**src/rtl/tube_pkg.sv**
```systemverilog
// tube_pkg: shared definitions for the Tube ULA host control-flag block.
//   - FLG_* : bit positions of the seven control flags {T,P,V,M,J,I,Q}
//   - seq_state_e : state encoding shared by both pulse sequencers
//   - default sequencer lengths
//   - apply_write : set/clear-by-mask update of the flag register
package tube_pkg;

    localparam int FLG_Q     = 0;
    localparam int FLG_I     = 1;
    localparam int FLG_J     = 2;
    localparam int FLG_M     = 3;
    localparam int FLG_V     = 4;
    localparam int FLG_P     = 5;
    localparam int FLG_T     = 6;
    localparam int NUM_FLAGS = 7;

    localparam int RST_STRETCH_DEF = 8;
    localparam int CLR_CYCLES_DEF  = 2;

    // One encoding serves both sequencers:
    //   clear sequencer : SEQ_IDLE = IDLE, SEQ_COUNT = CLR
    //   reset sequencer : SEQ_HOLD = RESET, SEQ_COUNT = STRETCH, SEQ_IDLE = RUN
    typedef enum logic [1:0] {
        SEQ_IDLE  = 2'd0,
        SEQ_HOLD  = 2'd1,
        SEQ_COUNT = 2'd2
    } seq_state_e;

    // Host write byte: bit 7 is the value S, bits 6:0 select which flags take it.
    function automatic logic [NUM_FLAGS-1:0] apply_write(
        input logic [NUM_FLAGS-1:0] cur,
        input logic [7:0]           wr
    );
        return (cur & ~wr[6:0]) | (wr[6:0] & {NUM_FLAGS{wr[7]}});
    endfunction

endpackage

```
**src/rtl/tube_pulse_stretch.sv**
```systemverilog
// tube_pulse_stretch: minimum-width pulse generator with hold, load/reload
// and abort.
//   clk, rst_b  : clock, asynchronous active-low reset
//   hold        : keep the pulse asserted (HOLD); on release counts CYCLES edges
//   load        : (re)start the count of CYCLES edges
//   abort       : drop the pulse at this edge
//   active      : pulse currently asserted (state != IDLE)
//   active_next : value active will take after this edge
// Reset leaves the sequencer counting with RST_CNT edges left, so the pulse
// is asserted during reset and ends RST_CNT+1 edges after release.
module tube_pulse_stretch
    import tube_pkg::*;
#(
    parameter int CYCLES  = 2,
    parameter int RST_CNT = 0
) (
    input  logic clk,
    input  logic rst_b,
    input  logic hold,
    input  logic load,
    input  logic abort,
    output logic active,
    output logic active_next
);

    localparam int CNT_W = (CYCLES > 1) ? $clog2(CYCLES) : 1;
    localparam logic [CNT_W-1:0] CNT_LOAD = CNT_W'(CYCLES - 1);
    localparam logic [CNT_W-1:0] CNT_RST  = CNT_W'(RST_CNT);

    seq_state_e       state, state_nxt;
    logic [CNT_W-1:0] cnt, cnt_nxt;

    always_ff @(posedge clk or negedge rst_b) begin
        if (!rst_b) begin
            state <= SEQ_COUNT;
            cnt   <= CNT_RST;
        end else begin
            state <= state_nxt;
            cnt   <= cnt_nxt;
        end
    end

    // Priority: abort, then hold, then load; a fresh command always beats
    // the count reaching zero on the same edge.
    always_comb begin
        state_nxt = state;
        cnt_nxt   = cnt;
        if (abort) begin
            state_nxt = SEQ_IDLE;
            cnt_nxt   = '0;
        end else if (hold) begin
            state_nxt = SEQ_HOLD;
            cnt_nxt   = CNT_LOAD;
        end else if (load) begin
            state_nxt = SEQ_COUNT;
            cnt_nxt   = CNT_LOAD;
        end else begin
            unique case (state)
                SEQ_HOLD: begin
                    // The release edge is the first edge of the stretch.
                    state_nxt = SEQ_COUNT;
                    cnt_nxt   = CNT_LOAD;
                end
                SEQ_COUNT: begin
                    if (cnt == '0) begin
                        state_nxt = SEQ_IDLE;
                    end else begin
                        cnt_nxt = cnt - 1'b1;
                    end
                end
                default: begin
                    state_nxt = SEQ_IDLE;
                end
            endcase
        end
    end

    assign active      = (state != SEQ_IDLE);
    assign active_next = (state_nxt != SEQ_IDLE);

endmodule

```
**src/rtl/tube_ctrl_flags.sv**
```systemverilog
// tube_ctrl_flags: host register-0 control flags and interrupt/reset
// sequencer of the Tube ULA.
//   h_phi2, rst_b          : host clock, asynchronous active-low reset
//   h_select, h_rdnw       : register-0 select and read/not-write
//   h_data[7:0]            : S in bit 7, flag mask {T,P,V,M,J,I,Q} in 6:0
//   r1/r3/r4_*             : flag-cell status feeding the interrupt lines
//   flags[6:0]             : {T,P,V,M,J,I,Q} readback
//   v_two_byte             : V copy to the register-3 cells
//   fifo_clr_b             : active-low clear of all flag cells
//   p_rst_b                : active-low parasite reset
//   h_irq_b/p_irq_b/p_nmi_b: registered active-low interrupt lines
module tube_ctrl_flags
    import tube_pkg::*;
#(
    parameter int RST_STRETCH = RST_STRETCH_DEF,
    parameter int CLR_CYCLES  = CLR_CYCLES_DEF
) (
    input  logic                 h_phi2,
    input  logic                 rst_b,
    input  logic                 h_select,
    input  logic                 h_rdnw,
    input  logic [7:0]           h_data,
    input  logic                 r1_p_data_avail,
    input  logic                 r3_p_data_avail,
    input  logic                 r3_p_two_bytes,
    input  logic                 r3_h_not_full,
    input  logic                 r4_p_data_avail,
    input  logic                 r4_h_data_avail,
    output logic [NUM_FLAGS-1:0] flags,
    output logic                 v_two_byte,
    output logic                 fifo_clr_b,
    output logic                 p_rst_b,
    output logic                 h_irq_b,
    output logic                 p_irq_b,
    output logic                 p_nmi_b
);

    logic                 wr_en;
    logic                 t_load, t_abort;
    logic [NUM_FLAGS-1:0] flg_p0, flg_nxt;
    logic                 clr_active, clr_active_nxt;
    logic                 rst_active, rst_active_nxt;
    logic                 irq_force_nxt;
    logic                 h_irq_b_p1, p_irq_b_p1, p_nmi_b_p1;
    logic                 r3_ready;

    assign wr_en   = h_select & ~h_rdnw;
    assign t_load  = wr_en & h_data[FLG_T] &  h_data[7];
    assign t_abort = wr_en & h_data[FLG_T] & ~h_data[7];

    // T self-clears when the clear pulse ends; a T write on that edge
    // never ends the pulse, so the write always wins.
    always_comb begin
        flg_nxt = flg_p0;
        if (wr_en) begin
            flg_nxt = apply_write(flg_p0, h_data);
        end
        if (clr_active && !clr_active_nxt) begin
            flg_nxt[FLG_T] = 1'b0;
        end
    end

    // ---- stage p0: flag register ----
    always_ff @(posedge h_phi2 or negedge rst_b) begin
        if (!rst_b) begin
            flg_p0 <= '0;
        end else begin
            flg_p0 <= flg_nxt;
        end
    end

    tube_pulse_stretch #(
        .CYCLES  (CLR_CYCLES),
        .RST_CNT (0)
    ) u_clr_seq (
        .clk         (h_phi2),
        .rst_b       (rst_b),
        .hold        (1'b0),
        .load        (t_load),
        .abort       (t_abort),
        .active      (clr_active),
        .active_next (clr_active_nxt)
    );

    // The hold input follows the next P value so that setting P pulls
    // p_rst_b low on the very edge that samples the write.
    tube_pulse_stretch #(
        .CYCLES  (RST_STRETCH),
        .RST_CNT (RST_STRETCH - 1)
    ) u_rst_seq (
        .clk         (h_phi2),
        .rst_b       (rst_b),
        .hold        (flg_nxt[FLG_P]),
        .load        (1'b0),
        .abort       (1'b0),
        .active      (rst_active),
        .active_next (rst_active_nxt)
    );

    // Forcing uses the next sequencer state so the lines go high on the
    // same edge that starts a clear or parasite reset.
    assign irq_force_nxt = clr_active_nxt | rst_active_nxt;
    assign r3_ready      = (flg_p0[FLG_V] ? r3_p_two_bytes : r3_p_data_avail) | r3_h_not_full;

    // ---- stage p1: registered interrupt lines ----
    always_ff @(posedge h_phi2 or negedge rst_b) begin
        if (!rst_b) begin
            h_irq_b_p1 <= 1'b1;
            p_irq_b_p1 <= 1'b1;
            p_nmi_b_p1 <= 1'b1;
        end else begin
            h_irq_b_p1 <= irq_force_nxt | ~(flg_p0[FLG_J] & r4_h_data_avail);
            p_irq_b_p1 <= irq_force_nxt | ~((flg_p0[FLG_Q] & r1_p_data_avail) |
                                            (flg_p0[FLG_I] & r4_p_data_avail));
            p_nmi_b_p1 <= irq_force_nxt | ~(flg_p0[FLG_M] & r3_ready);
        end
    end

    assign flags      = flg_p0;
    assign v_two_byte = flg_p0[FLG_V];
    assign fifo_clr_b = ~clr_active;
    assign p_rst_b    = ~rst_active;
    assign h_irq_b    = h_irq_b_p1;
    assign p_irq_b    = p_irq_b_p1;
    assign p_nmi_b    = p_nmi_b_p1;

endmodule

```
**config.mk**
```make
export PLATFORM = sky130hd
export DESIGN_NAME = tube_ctrl_flags
export DESIGN_NICKNAME = d
export VERILOG_FILES = /design/src/rtl/tube_pkg.sv /design/src/rtl/tube_pulse_stretch.sv /design/src/rtl/tube_ctrl_flags.sv
export SDC_FILE = /design/constraint.sdc
export NUM_CORES = 1
export LEC_CHECK = 0
export CAP_MARGIN = 5
export CORE_MARGIN = 8
export CORE_UTILIZATION = 50
export CTS_BUF_LIST = sky130_fd_sc_hd__clkbuf_2 sky130_fd_sc_hd__clkbuf_4 sky130_fd_sc_hd__clkbuf_8
export CTS_CLUSTER_DIAMETER = 40
export DETAILED_ROUTE_END_ITERATION = 10
export PLACE_DENSITY = 0.85
export SETUP_SLACK_MARGIN = 0.3
export SLEW_MARGIN = 0
export SYNTH_ARGS = -nofsm -noshare
export SYNTH_HDL_FRONTEND = slang
export SYNTH_SLANG_ARGS = --single-unit
export TNS_END_PERCENT = 20
```
**constraint.sdc**
```tcl
create_clock -name h_phi2 -period 4.88 [get_ports h_phi2]
set_input_delay 0.732 -clock h_phi2 [delete_from_list [all_inputs] [get_ports h_phi2]]
set_output_delay 0.732 -clock h_phi2 [all_outputs]
set_load 0.02 [all_outputs]
```
; ---- Word-level counts from Yosys, hierarchy flattened
; Cells that the tools add are included.
[classes]
add_sub_neg = 2
n_eq_ne = 5
n_mux = 17
n_bitwise = 25
n_reduce_logical = 11
[ops]
columns = cell, n
row1 = $and 7x7->7, 2
row2 = $mux 2, 5
row3 = $reduce_bool 2->1, 5
row4 = $and 1x1->1, 8
row5 = $pmux 2 s2, 2
row6 = $mux 7, 1
row7 = $not 1->1, 7
row8 = $not 7->7, 1
row9 = $or 7x7->7, 1
row10 = $mux 3, 2
row11 = $or 1x1->1, 6
row12 = $pmux 3 s2, 1
row13 = $mux 1, 5
row14 = $eq 2x1->1 const B, 2
row15 = $eq 2x2->1 const B, 2
row16 = $reduce_bool 4->1, 1
row17 = $logic_not 3->1, 1
row18 = $ne 3x3->1 const B, 1
row19 = $reduce_bool 3->1, 1
row20 = $sub 3x1->3 const B, 1
row21 = $pmux 1 s2, 1
row22 = $reduce_and 2->1, 1
row23 = $logic_and 1x1->1, 1
row24 = $logic_not 1->1, 1
row25 = $sub 1x1->1 const B, 1
[totals]
ff_bits = 18
inputBits = 18
output_inout_bits = 13
elab_cells = 70

; ---- Longest topological paths before layout
; Gate-level depths: netlist of run 1.
[depth]
depth_word = 10
depth_mapped = 6
ltp_nobuf = 6

; ---- By module
; From an unflattened synthesis of run 1, not the netlist that was laid out.
[hier_totals]
cells_unflattened = 98
area_unflattened_um2 = 1039.7
[by_module_without_submodules]
columns = module, n_inst, cells_per_inst, area_per_inst_um2, seq_area_each_um2
row1 = tube_ctrl_flags, 1, 38, 450.4, 254.0
row2 = tube_pulse_stretch at u_rst_seq, 1, 39, 381.6, 130.1
row3 = tube_pulse_stretch at u_clr_seq, 1, 21, 207.7, 76.3

; ---- Worst setup path before layout of run 1
; OpenSTA, ideal clock, no wires.
[synth_path]
kind = register -> register
startpoint = reg u_clr_seq.state[1]
endpoint = reg p_nmi_b_p1, in the netlist p_nmi_b
setup_ns = 0.097
arrival_ns = 1.716
required_time_ns = 4.783
setup_slack_ns = 3.067
path_stages_with_launch = 7
n_path_buf = 0
cell_sequence = dfstp_2 -> inv_1 -> ha_1 -> a21oi_1 -> o211ai_1 -> a2111oi_4 -> o211ai_1
[synth_via]
elab_chain_cells = 7
[synth_lines]
columns = item, line
row1 = start: declaration, tube_pulse_stretch.sv:30  ; seq_state_e state, state_nxt;
row2 = start signal: assignment, tube_pulse_stretch.sv:38  ; state <= state_nxt;
row3 = $eq 2x2->1 (tied with other cells), tube_pulse_stretch.sv:58  ; unique case (state)
row4 = $pmux 2 s2 *, tube_pulse_stretch.sv:58
row5 = $mux 2 *, tube_pulse_stretch.sv:54  ; end else if (load) begin
row6 = $mux 2 *, tube_pulse_stretch.sv:48  ; if (abort) begin
row7 = $reduce_bool 2->1 *, tube_pulse_stretch.sv:79  ; assign active_next = (state_nxt != SEQ_IDLE);
row8 = $or 1x1->1 *, tube_ctrl_flags.sv:102  ; assign irq_force_nxt = clr_active_nxt | rst_active_nxt;
row9 = $or 1x1->1 *, tube_ctrl_flags.sv:115  ; p_nmi_b_p1 <= irq_force_nxt | ~(flg_p0[FLG_M] & r3_ready);
row10 = end signal: assignment, tube_ctrl_flags.sv:115
row11 = end: declaration, tube_ctrl_flags.sv:44  ; logic h_irq_b_p1, p_irq_b_p1, p_nmi_b_p1;
; Every way passes the cells marked *; elsewhere a longest branch is shown, timed or not.
; A chain may end at the register's enable or synchronous reset.

; ---- Worst setup path in the final report of run 1
[layout_path]
startpoint = reg u_clr_seq.state[1]
endpoint = out fifo_clr_b
[layout_via]
elab_chain_cells = 2
[layout_lines]
columns = item, line
row1 = $reduce_bool 2->1, tube_pulse_stretch.sv:78  ; assign active = (state != SEQ_IDLE);
row2 = $not 1->1, tube_ctrl_flags.sv:121  ; assign fifo_clr_b = ~clr_active;
row3 = end: declaration, tube_ctrl_flags.sv:31  ; output logic fifo_clr_b,
; Every way passes these cells.

==> results of run 1 <==
==> where the power goes <==
group          leakage, nW  switching (mW)  internal (mW)  total [mW]
Sequential           0.204          0.0152          0.177       0.192
Combinational        0.350          0.0745         0.0784       0.153
Clock               0.0210          0.0470         0.0456      0.0926
==> per-layer routing <==
| metal | global-route usage, % | part of all wire [%] | up-vias |
|---|---|---|---|
| met4 | 6.31 | 2.3 | 0 |
| met2 | 23.9 | 55 | 13 |
| met3 | 3.81 | 3.7 | 4 |
| met1 | 15.0 | 39 | 367 |
| li1 | - | - | 372 |
| met5 | 0 | 0 | - |
==> kinds of logic after synthesis <==
| logic type | synth area share, % |
|---|---|
| AND/OR/NAND/NOR | 17.6 |
| adder cells (fa/ha/maj) | 10.1 |
| AO/OA/AOI/OAI | 13.1 |
| multiplexers | 9.12 |
| flip-flops | 46.6 |
| buffers and inverters | 3.42 |
==> final cells by class <==
| cell class | count | area share [%] |
|---|---|---|
| clock buffer | 4 | 2.69 |
| tap | 27 | 2.50 |
| timing repair buffer | 30 | 22.2 |
| inverter | 7 | 1.95 |
| multi-input combinational | 62 | 36.5 |
| sequential | 18 | 34.1 |
==> critical path: cells and delay by family, from the launching register on <==
kind	cells	cell delay, ns
adders and majority gates	1	0.19
buffers and inverters	2	0.61
DFF	1	0.57
==> layout by cell type (no fill, tap or decap), types with 2 or more instances in the layout <==
| master | count |
|---|---|
| nand3_1 | 3 |
| o21ai_0 | 5 |
| ha_1 | 8 |
| dfrtp_1 | 10 |
| o211ai_1 | 4 |
| clkdlybuf4s50_1 | 30 |
| dfstp_2 | 8 |
| nor2b_1 | 2 |
| mux2_2 | 6 |
| inv_1 | 6 |
| and3_1 | 2 |
| nand2b_1 | 2 |
| nor2_1 | 2 |
| nand2_1 | 11 |
| clkbuf_4 | 3 |
| and2_1 | 3 |
==> worst paths after layout <==
kind                       slack (ns)          startpoint  cells after the start          to
hold reg to reg                  0.48            register                      1     h_irq_b
hold / removal                   0.48            register                      1     h_irq_b
setup reg to reg                 2.87  u_clr_seq.state[1]                      6     p_nmi_b
setup / recovery                 2.48  u_clr_seq.state[1]                      3  fifo_clr_b
min in group asynchronous        0.88               rst_b                      1   async pin
max in group asynchronous        3.52               rst_b                      1   async pin
==> metrics by stage <==
stage | total power [mW] | instance area [sq um] | hold WS, ns
6_report | 0.438 | 1350 | 0.482
5_1_grt | 0.462 | 1350 | 0.513
3_5_place_dp | 0.349 | 1310 | 0.472
2_1_floorplan | 0.279 | 987 | 0.436
3_3_place_gp | 0.343 | 1310 | 0.433
4_1_cts | 0.442 | 1350 | 0.490
==> impl_metrics.json, run 1 <==
{
  "status": "completed",
  "synthTopCellsByCount": "nand2_1 (11), dfrtp_1 (10), dfstp_2 (8), ha_1 (8)",
  "io_buffers": 30,
  "die_area_sq_mm": 0.00365,
  "yosys.area.top_type": "dfrtp_1",
  "synth_ff_type": "dfrtp_1",
  "worstSetupStartpointType": "register",
  "ir_drop_v": 0.000235,
  "synthDistinctLibCells": 30,
  "synth_nets": 114,
  "maxSlewViolCount": 0,
  "io_pins": 31,
  "grt_pass1_vias": 786,
  "path_cells": "inv_1 > ha_1 > clkdlybuf4s50_1",
  "place_inst": 144,
  "fin_crit_sh_pct": 49.1,
  "place_hpwl_um": 1910,
  "cp.arrival_ns": 1.66,
  "synth_seq_cells": 18,
  "seq_area_frac_synth_pct": 46.6,
  "stdcell_count": 148,
  "clock.fmax_mhz": 418,
  "finalClockSkew_ns": 0.00230,
  "post-place-ws_ns": 2.47,
  "critical_path_required_ns": 4.15,
  "antenna_found_initial": 0,
  "die_x_um": 60.4,
  "hp-class": "register to register",
  "synth_area_sq_um": 987,
  "finalHoldViolCount": 0,
  "cp_slowest_stage_delay_ns": 0.57,
  "final_util_pct": 71.0,
  "synth_top_cell_area_share_pct": 25.3,
  "wire_per_inst_um": 15.5,
  "numCtsBuffers": 3,
  "initial_utilization_pct": 51.9,
  "syn_to_final_growth_pct": 36.8,
  "max_cap_violations": 0,
  "drtPass1Iterations": 4,
  "finalWorstSetupSlack_ns": 2.48,
  "cts_sinks": 18,
  "tightestPinTransition_ns": 0.782,
  "grt_pass1_wl_um": 3680,
  "ff_latch_area_sq_um": 460,
  "yosysWarnings": 0,
  "finalWirelength_um": 2290,
  "clockBufferDepth": 2,
  "multi_input_area_sq_um": 493,
  "grt_use_total_pct": 13.7,
  "antenna_cells": 0,
  "crit_type": "register to output port",
  "slowest_stage": "dfstp_2",
  "grt_start_max_net_pins": 19,
  "clk_latency_ns": 0.30,
  "setup_viol": 0,
  "design.core.area_sq_mm": 0.00190,
  "fp-row-count": 16,
  "setup_tns_ns": 0,
  "ant_nets": 0,
  "cts_tree": "yes",
  "gp_congestion": 0.848,
  "synth-edff-count": 0,
  "drt_iter0_drc": 9,
  "drc": 0,
  "slew_headroom_pct": 47.7,
  "end_kind": "output port",
  "layout-drive-gt1-share_pct": 18.2,
  "clk_pin_slew_worst_paths_ns": 0.10,
  "post_cts_buffers": 0,
  "synthCells": 88,
  "grt_setup_unrepaired": "no",
  "post-synth-top-count-cell": "nand2_1",
  "fill_cells": 142,
  "post_cts_resized": 0,
  "fin_nets": 148,
  "cts_max_level": 1,
  "die_h_um": 60.4,
  "powerDensity_mw_per_mm2": 324,
  "synthTopCellsByArea": "dfrtp_1 (25%), dfstp_2 (21%), ha_1 (10%)",
  "leakagePower_nw": 0.575,
  "vias": 756,
  "vias_per_cell": 5.11,
  "hold_buffers": 0,
  "overflow": 0,
  "fin_crit_ns": 2.40,
  "cts-root-buf": "clkbuf_4",
  "synth-async-reset-ratio_pct": 100,
  "cp_max_fo": 4,
  "synth_area_per_cell_sq_um": 11.2
}
Note: power is estimated with default switching activity, not from simulation.
==> run 2: changes to the inputs <==
--- a/config.mk
+++ b/config.mk
@@ -7,11 +7,11 @@
 export LEC_CHECK = 0
 export CAP_MARGIN = 5
 export CORE_MARGIN = 8
-export CORE_UTILIZATION = 50
+export CORE_UTILIZATION = 47
 export CTS_BUF_LIST = sky130_fd_sc_hd__clkbuf_2 sky130_fd_sc_hd__clkbuf_4 sky130_fd_sc_hd__clkbuf_8
 export CTS_CLUSTER_DIAMETER = 40
 export DETAILED_ROUTE_END_ITERATION = 10
-export PLACE_DENSITY = 0.85
+export PLACE_DENSITY = 0.81
 export SETUP_SLACK_MARGIN = 0.3
 export SLEW_MARGIN = 0
 export SYNTH_ARGS = -nofsm -noshare
==> constraint.sdc (replaced) <==
create_clock -name h_phi2 -period 2.25 [get_ports h_phi2]
set_input_delay 0.3375 -clock h_phi2 [delete_from_list [all_inputs] [get_ports h_phi2]]
set_output_delay 0.3375 -clock h_phi2 [all_outputs]
set_load 0.02 [all_outputs]
==> run 2 against run 1 <==
Net effect:
- global-route usage is 2.2 points lower
- cell count up 0.68%
- critical path depth rose by 3
- setup slack got worse by 2.1 ns
- register-to-register slack got worse by 2.5 ns
- sequential cell count unchanged
- cell area is 1.1% higher
- count of clock-buffer cells in the layout stayed put
- first-iteration DRC count fell by 11%
- die area grew 4.7%
- total power increased by 120%
- via count decreased by 1.7%
- critical endpoint is now p_nmi_b
- largest cell class unchanged
==> impl_metrics.json, run 2 (synthesized netlist as in run 1, its figures left out) <==
{
  "status": "completed",
  "cp_max_fo": 5,
  "die_x_um": 61.8,
  "grt_pass1_vias": 752,
  "ir_drop_v": 0.000656,
  "drc": 0,
  "setup_viol": 0,
  "initial_utilization_pct": 49.8,
  "worstSetupStartpointType": "register",
  "antenna_cells": 0,
  "gp_congestion": 0.854,
  "layout-drive-gt1-share_pct": 20.5,
  "finalHoldViolCount": 0,
  "clk_pin_slew_worst_paths_ns": 0.10,
  "fin_nets": 149,
  "io_pins": 31,
  "io_buffers": 30,
  "cts_tree": "yes",
  "antenna_found_initial": 0,
  "grt_use_total_pct": 11.5,
  "numCtsBuffers": 3,
  "leakagePower_nw": 0.588,
  "critical_path_required_ns": 2.46,
  "slew_headroom_pct": 70.3,
  "final_common_cell": "clkdlybuf4s50_1",
  "r2r_cells": 6,
  "cts_max_level": 1,
  "cp.arrival_ns": 2.09,
  "syn_to_final_growth_pct": 38.3,
  "hp-class": "input pin to async pin",
  "grt_start_max_net_pins": 19,
  "tightestPinTransition_ns": 0.445,
  "end_kind": "register",
  "wire_per_inst_um": 14.7,
  "vias": 743,
  "grt_pass1_wl_um": 3270,
  "die_area_sq_mm": 0.00382,
  "cts_sinks": 18,
  "drt_iter0_drc": 8,
  "cts-root-buf": "clkbuf_4",
  "powerDensity_mw_per_mm2": 693,
  "drtPass1Iterations": 3,
  "max_cap_violations": 0,
  "fin_crit_ns": 1.88,
  "fp-row-count": 16,
  "design.core.area_sq_mm": 0.00198,
  "clockBufferDepth": 2,
  "place_hpwl_um": 1790,
  "overflow": 0,
  "crit_type": "register to register",
  "die_h_um": 61.8,
  "finalWirelength_um": 2180,
  "clk_latency_ns": 0.29,
  "fin_crit_sh_pct": 83.4,
  "vias_per_cell": 4.99,
  "grt_setup_unrepaired": "yes",
  "setup_tns_ns": 0,
  "ant_nets": 0,
  "final_util_pct": 68.9,
  "finalClockSkew_ns": 0.00342,
  "clock.fmax_mhz": 533,
  "final_cell_mix": "clkdlybuf4s50_1 (28), nand2_1 (11), dfrtp_1 (10), dfstp_2 (8), ha_1 (7)",
  "maxSlewViolCount": 0
}
==> run 2: where the power goes <==
group / switching [mW] / internal, mW / total [mW] / leakage (nW)
registers: 0.0318 / 0.384 / 0.415 / 0.204
clock network: 0.100 / 0.0986 / 0.199 / 0.0210
logic: 0.161 / 0.171 / 0.332 / 0.363
==> run 2: worst paths after layout <==
kind                               startpoint   endpoint  slack (ns)
max                        u_clr_seq.state[1]    p_nmi_b        0.37
max reg2reg                u_clr_seq.state[1]    p_nmi_b        0.37
min                                     rst_b  async pin        0.35
min in group h_phi2                  register    h_irq_b        0.47
min reg2reg                          register    h_irq_b        0.47
max in group asynchronous               rst_b    p_irq_b        1.64
==> run 2: worst max-delay path: stages (launching register included) <==
cell and delay [ns]:
dfstp_2 0.59, inv_1 0.08, ha_2 0.30, a21oi_2 0.16
o211ai_1 0.14, a2111oi_4 0.38, o211ai_1 0.15
==> run 2: timing repair <==
item	CTS	global route
resized for setup	1	3
buffers inserted	0	0
hold buffers	0	0
endpoints found under the setup margin	4	4
cloned	0	0
pin swaps	0	1
hold endpoints to repair	0	0
==> run 2: cell type report <==
| cell class | instances | area (sq um) |
|---|---|---|
| inverter | 7 | 26.3 |
| multi-input combinational | 62 | 499 |
| clock buffer | 4 | 36.3 |
| timing repair buffer | 31 | 309 |
| sequential | 18 | 460 |
| fill | 145 | 617 |
| tap | 27 | 33.8 |
==> run 2: stage by stage <==
step / setup slack (ns) / power, mW / hold WS [ns] / cells / area, sq um
after global placement: 0.314 / 0.749 / 0.448 / 145 / 1320
after CTS: 0.246 / 0.959 / 0.349 / 149 / 1360
after detailed placement: 0.235 / 0.758 / 0.456 / 145 / 1320
after global routing: 0.269 / 0.998 / 0.384 / 149 / 1370
final: 0.373 / 0.947 / 0.355 / 149 / 1370
after floorplan: 0.437 / 0.605 / 0.0419 / 88 / 987
==> run 2: layer usage <==
metal | GRT usage [%] | part of all wire [%]
met3 | 3.29 | 5.2
met1 | 12.7 | 40
met2 | 20.5 | 54
met4 | 3.57 | 0
met5 | 0 | 0
